## config.mk

```make
export PLATFORM = sky130hd
export DESIGN_NAME = picorv_mem_arbiter
export DESIGN_NICKNAME = d
export VERILOG_FILES = /design/src/rtl/picorv_mem_arbiter.sv
export SDC_FILE = /design/constraint.sdc
export NUM_CORES = 1
export LEC_CHECK = 0
export ABC_AREA = 0
export CAP_MARGIN = 40
export CORE_AREA = 2 2 122 124
export CTS_CLUSTER_SIZE = 30
export DETAILED_ROUTE_END_ITERATION = 8
export DIE_AREA = 0 0 124 126
export HOLD_SLACK_MARGIN = 0.03
export PLACE_DENSITY_LB_ADDON = 0.3
export SLEW_MARGIN = 20
export SYNTH_ARGS = -nofsm -noshare
export SYNTH_HDL_FRONTEND = slang
export SYNTH_SLANG_ARGS = --single-unit
```

## constraint.sdc

```tcl
create_clock -name clk_i -period 6.4 [get_ports clk_i]
set_clock_uncertainty 0.1 [all_clocks]
set_input_delay 1.28 -clock clk_i [delete_from_list [all_inputs] [get_ports clk_i]]
set_output_delay 1.28 -clock clk_i [all_outputs]
set_load 0.005 [all_outputs]
```

## src/rtl/picorv_mem_arbiter.sv

```systemverilog
// Two-port round-robin arbiter sharing one PicoRV32 native-bus slave.
// A watchdog force-completes grants the slave never acknowledges.
module picorv_mem_arbiter #(
  parameter int unsigned          AddrWidth     = 32,
  parameter int unsigned          DataWidth     = 32,
  parameter int unsigned          TimeoutCycles = 1024,
  parameter logic [DataWidth-1:0] ErrData       = 32'hDEADBEEF
) (
  input  logic                   clk_i,
  input  logic                   rst_ni,
  input  logic                   m0_valid_i,
  input  logic [AddrWidth-1:0]   m0_addr_i,
  input  logic [DataWidth-1:0]   m0_wdata_i,
  input  logic [DataWidth/8-1:0] m0_wstrb_i,
  output logic                   m0_ready_o,
  output logic [DataWidth-1:0]   m0_rdata_o,
  input  logic                   m1_valid_i,
  input  logic [AddrWidth-1:0]   m1_addr_i,
  input  logic [DataWidth-1:0]   m1_wdata_i,
  input  logic [DataWidth/8-1:0] m1_wstrb_i,
  output logic                   m1_ready_o,
  output logic [DataWidth-1:0]   m1_rdata_o,
  output logic                   s_valid_o,
  output logic [AddrWidth-1:0]   s_addr_o,
  output logic [DataWidth-1:0]   s_wdata_o,
  output logic [DataWidth/8-1:0] s_wstrb_o,
  input  logic [DataWidth-1:0]   s_rdata_i,
  input  logic                   s_ready_i,
  output logic                   timeout_o,
  output logic                   busy_o
);

  localparam int unsigned WdogWidth = $clog2(TimeoutCycles);
  localparam logic [WdogWidth-1:0] WdogMax = WdogWidth'(TimeoutCycles - 1);

  typedef enum logic [1:0] {IDLE, GNT0, GNT1} state_e;

  state_e               state_q, state_d;
  logic                 rr_q, rr_d;
  logic [WdogWidth-1:0] wdog_q, wdog_d;

  logic                 port;
  logic                 req_valid;
  logic                 rsp_valid;
  logic [DataWidth-1:0] rsp_data;

  // NOTE: state registers use non-blocking assignments so every flop samples
  // pre-edge values regardless of process ordering.
  always_ff @(posedge clk_i or negedge rst_ni) begin
    if (!rst_ni) begin
      state_q <= IDLE;
      rr_q    <= 1'b0;
      wdog_q  <= '0;
    end else begin
      state_q <= state_d;
      rr_q    <= rr_d;
      wdog_q  <= wdog_d;
    end
  end

  // NOTE: every output and next-state variable gets a default first so no
  // path through the case leaves a latch behind.
  always_comb begin
    state_d   = state_q;
    rr_d      = rr_q;
    wdog_d    = wdog_q;
    port      = (state_q == GNT1);
    req_valid = 1'b0;
    rsp_valid = 1'b0;
    rsp_data  = '0;
    s_valid_o = 1'b0;
    s_addr_o  = '0;
    s_wdata_o = '0;
    s_wstrb_o = '0;
    timeout_o = 1'b0;
    busy_o    = 1'b0;

    case (state_q)
      IDLE: begin
        if (m0_valid_i && (!m1_valid_i || !rr_q)) begin
          state_d = GNT0;
        end else if (m1_valid_i) begin
          state_d = GNT1;
        end
      end
      GNT0, GNT1: begin
        busy_o    = 1'b1;
        req_valid = port ? m1_valid_i : m0_valid_i;
        s_valid_o = req_valid;
        s_addr_o  = port ? m1_addr_i  : m0_addr_i;
        s_wdata_o = port ? m1_wdata_i : m0_wdata_i;
        s_wstrb_o = port ? m1_wstrb_i : m0_wstrb_i;
        if (!req_valid) begin
          // Requester abandoned the transfer: release without moving priority.
          state_d = IDLE;
          wdog_d  = '0;
        end else if (s_ready_i) begin
          rsp_valid = 1'b1;
          rsp_data  = s_rdata_i;
          state_d   = IDLE;
          rr_d      = ~port;
          wdog_d    = '0;
        end else if (wdog_q == WdogMax) begin
          s_valid_o = 1'b0;
          rsp_valid = 1'b1;
          rsp_data  = ErrData;
          timeout_o = 1'b1;
          state_d   = IDLE;
          rr_d      = ~port;
          wdog_d    = '0;
        end else begin
          wdog_d = wdog_q + 1'b1;
        end
      end
      default: state_d = IDLE;
    endcase

    m0_ready_o = rsp_valid & ~port;
    m1_ready_o = rsp_valid &  port;
    m0_rdata_o = port ? '0 : rsp_data;
    m1_rdata_o = port ? rsp_data : '0;
  end

endmodule

```

==> results of run 1 <==
-- worst paths after layout --
| check | start | slack [ns] | depth (start not counted) | endpoint |
|---|---|---|---|---|
| hold / removal | state_q[0] | 0.40 | 1 | state_q[0] |
| max in group asynchronous | rst_ni | 4.47 | 1 | wdog_q[7] |
| min in group asynchronous | rst_ni | 1.32 | 1 | state_q[1] |
| setup / recovery | m1_valid_i | 1.56 | 7 | m1_rdata_o[3] |
| hold reg to reg | state_q[0] | 0.40 | 1 | state_q[0] |
| setup reg to reg | state_q[1] | 3.60 | 7 | wdog_q[7] |
-- layer usage --
metal / vias to the layer above / routed length [µm]
met2: 192 / 6754
met3: 11 / 1077
met1: 1539 / 4403
li1: 1713 / -
met4: 0 / 139
met5: - / 0
-- metrics by stage --
step                power, µW  util (%)
CTS                      1585     39.24
global placement         1438     38.34
global route             1677     39.24
finish                   1554     39.24
floorplan               660.1         -
detailed placement       1458     38.69
-- power groups by stage --
stage | combinational (µW) | clock, µW | sequential, µW
3_3_place_gp | 1330 | 0 | 108
5_1_grt | 1440 | 128 | 109
4_1_cts | 1360 | 122 | 107
3_5_place_dp | 1350 | 0 | 108
6_report | 1330 | 121 | 107
2_1_floorplan | 556 | 0 | 104
-- cells by family after synthesis --
family          after synthesis  synth area share [%]
fa+ha+maj                     3                 1.688
simple gates                190                 36.80
compound gates               24                 8.554
mux                          70                 31.51
xor+xnor                      1                0.3940
buf+inv                      34                 6.415
flops                        13                 14.63
-- synth_stat cells --
| cell | number | share of area (%) |
|---|---|---|
| buf_4 | 1 | 0.34 |
| clkbuf_1 | 15 | 2.5 |
| nor2b_1 | 1 | 0.28 |
| nand3_1 | 3 | 0.68 |
| o211ai_1 | 1 | 0.34 |
| a41o_1 | 1 | 0.45 |
| a311o_1 | 1 | 0.45 |
| and3_1 | 2 | 0.56 |
| o22ai_1 | 1 | 0.28 |
| nand4_1 | 1 | 0.28 |
| a21bo_2 | 1 | 0.45 |
| or3_1 | 5 | 1.4 |
| a21o_1 | 4 | 1.4 |
| a21boi_0 | 1 | 0.34 |
| and2_1 | 16 | 4.5 |
| a21oi_1 | 1 | 0.22 |
| nor3b_1 | 2 | 0.68 |
| o31ai_1 | 2 | 0.68 |
| xor2_1 | 1 | 0.39 |
| mux2i_1 | 70 | 32 |
| nor2_1 | 144 | 24 |
| nor3_4 | 1 | 0.73 |
| ha_1 | 3 | 1.7 |
| nand2b_1 | 1 | 0.28 |
| nor3_1 | 1 | 0.22 |
| o21ai_0 | 4 | 0.90 |
| dfrtp_1 | 13 | 15 |
| o2111ai_1 | 1 | 0.39 |
| inv_1 | 9 | 1.5 |
| or2_2 | 1 | 0.28 |
| nand2_1 | 7 | 1.2 |
| buf_2 | 9 | 2.0 |
| nor4_1 | 5 | 1.4 |
| o211ai_2 | 2 | 1.1 |
| a22o_1 | 3 | 1.2 |
| o221ai_1 | 1 | 0.39 |
-- layout make-up --
type / instances / area [µm²] / share of cell area, %
clock buffer: 4 / 78.83 / 1.403
inverter: 9 / 33.78 / 0.6015
multi-input combinational: 288 / 1768 / 31.48
sequential: 13 / 325.3 / 5.792
tap: 184 / 230.2 / 4.099
timing repair buffer: 317 / 3181 / 56.63
-- flip-flops by register name (all words and copies together) (netlist names) --
name and flops:
state_q 2, rr_q 1, wdog_q 10
-- cells in the final DEF (no fill, tap or decap), types with 2 or more instances in the layout --
cell type / n
clkdlybuf4s50_1: 309
nor2_1: 144
mux2i_1: 70
and2_1: 16
dfrtp_1: 13
inv_1: 8
nand2_1: 7
nor4_1: 5
or3_1: 5
buf_4: 5
o21ai_0: 4
a21o_1: 4
nand3_1: 3
a22o_1: 3
clkbuf_16: 3
o211ai_2: 2
and3_1: 2
nor3b_1: 2
o31ai_1: 2
ha_1: 2
buf_6: 2
==> results.cfg, run 1 <==
[timing]
rsz0062_at_grt = false
whs_ns = 0.4004
layout_min_cycle_time_ns = 4.839
finalMaxSlewViolations = 0
max_freq_mhz = 206.7
hold_viol = 0
post-route-period-util_pct = 75.60
final.setup.tns_ns = 0
setup_ws_ns = 1.561
slew_headroom_pct = 49.00
worstMarginPinSlew_ns = 0.7650
setup_viol = 0

[detailed_routing]
detail_route.wl_per_cell_um = 15.18
drt_iter0_markers = 88
ant_nets = 0
vias = 3455
drt-total-wl_um = 12370
drc_errors = 0
viasPerCell = 4.239
first_pass_iters = 5

[final_layout]
drive_above_1_share_pct = 2.853
final_cell_area_um2 = 5617
stdcell_count = 815
synthToLayoutAreaGrowth_pct = 152.6
fillCellCount = 1457
nNetsFinal = 808
diodes = 0

[pwr]
leakage_uw = 0.002207
power.density_nw_per_um2 = 276.6
peakVddDrop_uv = 131.0
p_comb_share_pct = 85.3
netSwitchingFraction_pct = 39.70
pwr-share-seq_pct = 6.9
p_switching_uw = 616.8
intPower_uw = 937.0
power.share.clock_pct = 7.8

[clocking]
ctsResizeCount = 0
cts_tree = yes
cts-buffers-inserted = 3
htreeDepth = 1
clock_latency_ns = 0.24
hold_buffers = 0
root_buffer = clkbuf_16
postCtsSetupRepairBufs = 0
clk_pin_slew_worst_paths_ns = 0.04
cts_sinks = 13
clock_path_buffers = 2

[logic_synthesis]
yosysWarningCount = 0
synth.distinct_cells = 36
synth_nets = 511
ys_seq_area_share_pct = 14.63
synthesis.area_um2 = 2223
synth-seq-cells = 13
synthCells = 335
syn_area_per_cell_um2 = 6.637

[global_route]
grt_first_pass_wirelength_um = 17860
use_met2_pct = 29.99
grt_remaining_overflow = 0
grt_start_max_net_pins = 75
grt_util_met3_pct = 3.170
met1_usage_pct = 15.12
top_usage_layer = met2
grt_pass1_vias = 3424
antenna_found_initial = 0
track_usage_pct = 14.70

[worst_setup_path]
critPathSlowestCell = clkdlybuf4s50_1
crit_type = input pin to primary output
path_delay_family = buffers and inverters
crit_chain = clkdlybuf4s50_1 -> mux2i_1 -> nor2_1 -> o211ai_2 -> buf_6 -> nor2_1 -> clkdlybuf4s50_1
slowest_delay_ns = 0.53
end_kind = primary output
crit_required_ns = 5.02
arrival_ns = 3.46
cp_num_buf_inv = 3
worstSetupStartpointType = input pin
crit_fanout = 21

[placement]
gp_congestion = 0.8044
post-place-ws_ns = 1.559
portBuffers = 309
dp_hpwl_um = 10620
dp.cells = 811
place_area_um2 = 5538

[die]
row_count = 44
die_h_um = 126
die_area_um2 = 15620
chipWidth_um = 124
core_region_area_um2 = 14310
io_pins = 310
start_util_pct = 15.53

[status]
status = completed

[run]
maxCapViolations = 0

[min_path]
min_path_type = flip-flop to flip-flop
Note: power is estimated with default switching activity, not from simulation.
==> run 2: changes to the inputs <==
--- a/config.mk
+++ b/config.mk
@@ -7,10 +7,10 @@
 export LEC_CHECK = 0
 export ABC_AREA = 0
 export CAP_MARGIN = 40
-export CORE_AREA = 2 2 122 124
+export CORE_AREA = 2 2 120 122
 export CTS_CLUSTER_SIZE = 30
 export DETAILED_ROUTE_END_ITERATION = 8
-export DIE_AREA = 0 0 124 126
+export DIE_AREA = 0 0 122 124
 export HOLD_SLACK_MARGIN = 0.03
 export PLACE_DENSITY_LB_ADDON = 0.3
 export SLEW_MARGIN = 20
==> constraint.sdc (replaced) <==
create_clock -name clk_i -period 4.2 [get_ports clk_i]
set_clock_uncertainty 0.1 [all_clocks]
set_input_delay 0.84 -clock clk_i [delete_from_list [all_inputs] [get_ports clk_i]]
set_output_delay 0.84 -clock clk_i [all_outputs]
set_load 0.005 [all_outputs]
==> results.cfg, run 2 (synthesis gave the netlist of run 1 again) <==
[worst_setup_path]
crit_chain = clkdlybuf4s50_1 -> mux2i_1 -> nor2_1 -> o211ai_2 -> buf_6 -> nor2_1 -> clkdlybuf4s50_1
worstSetupStartpointType = input pin
slowest_delay_ns = 0.53
cp_num_buf_inv = 3
crit_required_ns = 3.26
crit_fanout = 20
crit_type = input pin to primary output
path_delay_family = buffers and inverters
end_kind = primary output
critPathSlowestCell = clkdlybuf4s50_1
arrival_ns = 3.02

[pwr]
power.density_nw_per_um2 = 420.0
power.share.clock_pct = 7.7
intPower_uw = 1423
leakage_uw = 0.002203
p_switching_uw = 930.8
p_comb_share_pct = 85.3
peakVddDrop_uv = 214.9
pwr-share-seq_pct = 7.0
netSwitchingFraction_pct = 39.55

[timing]
post-route-period-util_pct = 94.29
final.setup.tns_ns = 0
finalMaxSlewViolations = 0
hold_viol = 0
setup_ws_ns = 0.2398
worstMarginPinSlew_ns = 0.7035
whs_ns = 0.4003
layout_min_cycle_time_ns = 3.960
slew_headroom_pct = 53.10
setup_viol = 0
max_freq_mhz = 252.5
rsz0062_at_grt = false

[final_layout]
synthToLayoutAreaGrowth_pct = 152.1
final_common_cell = clkdlybuf4s50_1
reg_top3 = wdog_q: 10 flops, state_q: 2 flops, rr_q: 1 flops
diodes = 0
nNetsFinal = 808
fillCellCount = 1385
seq_area_um2 = 325.3
top_register = wdog_q
multi_input_area_um2 = 1768
most-common-layout-cells = 309 x clkdlybuf4s50_1, 144 x nor2_1, 70 x mux2i_1
largest_reg_flops = 10
drive_above_1_share_pct = 2.853

[detailed_routing]
drt-total-wl_um = 12710
ant_nets = 0
viasPerCell = 4.321
drc_errors = 0
detail_route.wl_per_cell_um = 15.67
first_pass_iters = 4
drt_iter0_markers = 148
vias = 3504

[global_route]
track_usage_pct = 14.68
antenna_found_initial = 0
grt_first_pass_wirelength_um = 17560
grt_pass1_vias = 3316
grt_remaining_overflow = 0
grt_start_max_net_pins = 69

[clocking]
cts_tree = yes
hold_buffers = 0
ctsResizeCount = 0
clock_path_buffers = 2
cts-buffers-inserted = 3
root_buffer = clkbuf_16
clock_latency_ns = 0.24
htreeDepth = 1
clk_pin_slew_worst_paths_ns = 0.05
postCtsSetupRepairBufs = 0
cts_sinks = 13

[die]
chipWidth_um = 122
row_count = 43
core_region_area_um2 = 13720
io_pins = 310
die_area_um2 = 15130
die_h_um = 124
start_util_pct = 16.21

[placement]
portBuffers = 309
post-place-ws_ns = 0.2096
dp_hpwl_um = 10800
gp_congestion = 0.8636

[status]
status = completed

[min_path]
min_path_type = flip-flop to flip-flop

[run]
maxCapViolations = 0
-- run 2: cell counts in the layout (fill, tap and decap cells not counted) --
No cell type changed its count.
-- run 2: metrics by stage --
step	instances	util, %	cell area, µm²	total power, µW
floorplan	335	-	2223	1006
global placement	805	40.11	5503	2176
detailed placement	807	40.27	5525	2195
CTS	811	40.85	5604	2388
global route	811	40.85	5604	2531
finish	811	40.85	5604	2354
-- run 2: layer usage --
layer	global-route usage (%)	share of wire, %	vias to the layer above
met5	0	0	-
met4	2.945	1.3	0
met3	3.388	8.5	16
met2	28.35	53	194
met1	16.37	38	1579
li1	-	-	1715
-- run 2: worst paths after layout --
check / from / to / slack [ns] / depth (start not counted)
max: m1_valid_i / m0_rdata_o[9] / 0.24 / 7
min reg2reg: wdog_q[0] / wdog_q[0] / 0.40 / 1
max reg2reg: state_q[1] / wdog_q[3] / 1.93 / 7
max in group asynchronous: rst_ni / rr_q / 2.74 / 1
min in group asynchronous: rst_ni / state_q[0] / 0.87 / 1
min: wdog_q[0] / wdog_q[0] / 0.40 / 1
-- run 2: power by group through the flow --
stage	Combinational [µW]	Clock [µW]	Sequential, µW
after global routing	2170	196	168
after global placement	2010	0	165
after CTS	2040	185	164
after floorplan	847	0	159
final	2010	182	164
after detailed placement	2030	0	166
-- run 2: worst register-to-register path, cell delays in order (launching register included) --
cell	delay (ns)
dfrtp_1	0.38
inv_1	0.08
ha_1	0.48
inv_2	0.15
or3_1	0.39
buf_4	0.19
or3_1	0.35
o221ai_1	0.07
-- run 2: area by class of cell --
type / instances / area share, %
Clock buffer: 4 / 1.407
Inverter: 9 / 0.6028
Multi-Input combinational cell: 288 / 31.55
Sequential cell: 13 / 5.805
Tap cell: 180 / 4.019
Timing Repair Buffer: 317 / 56.62
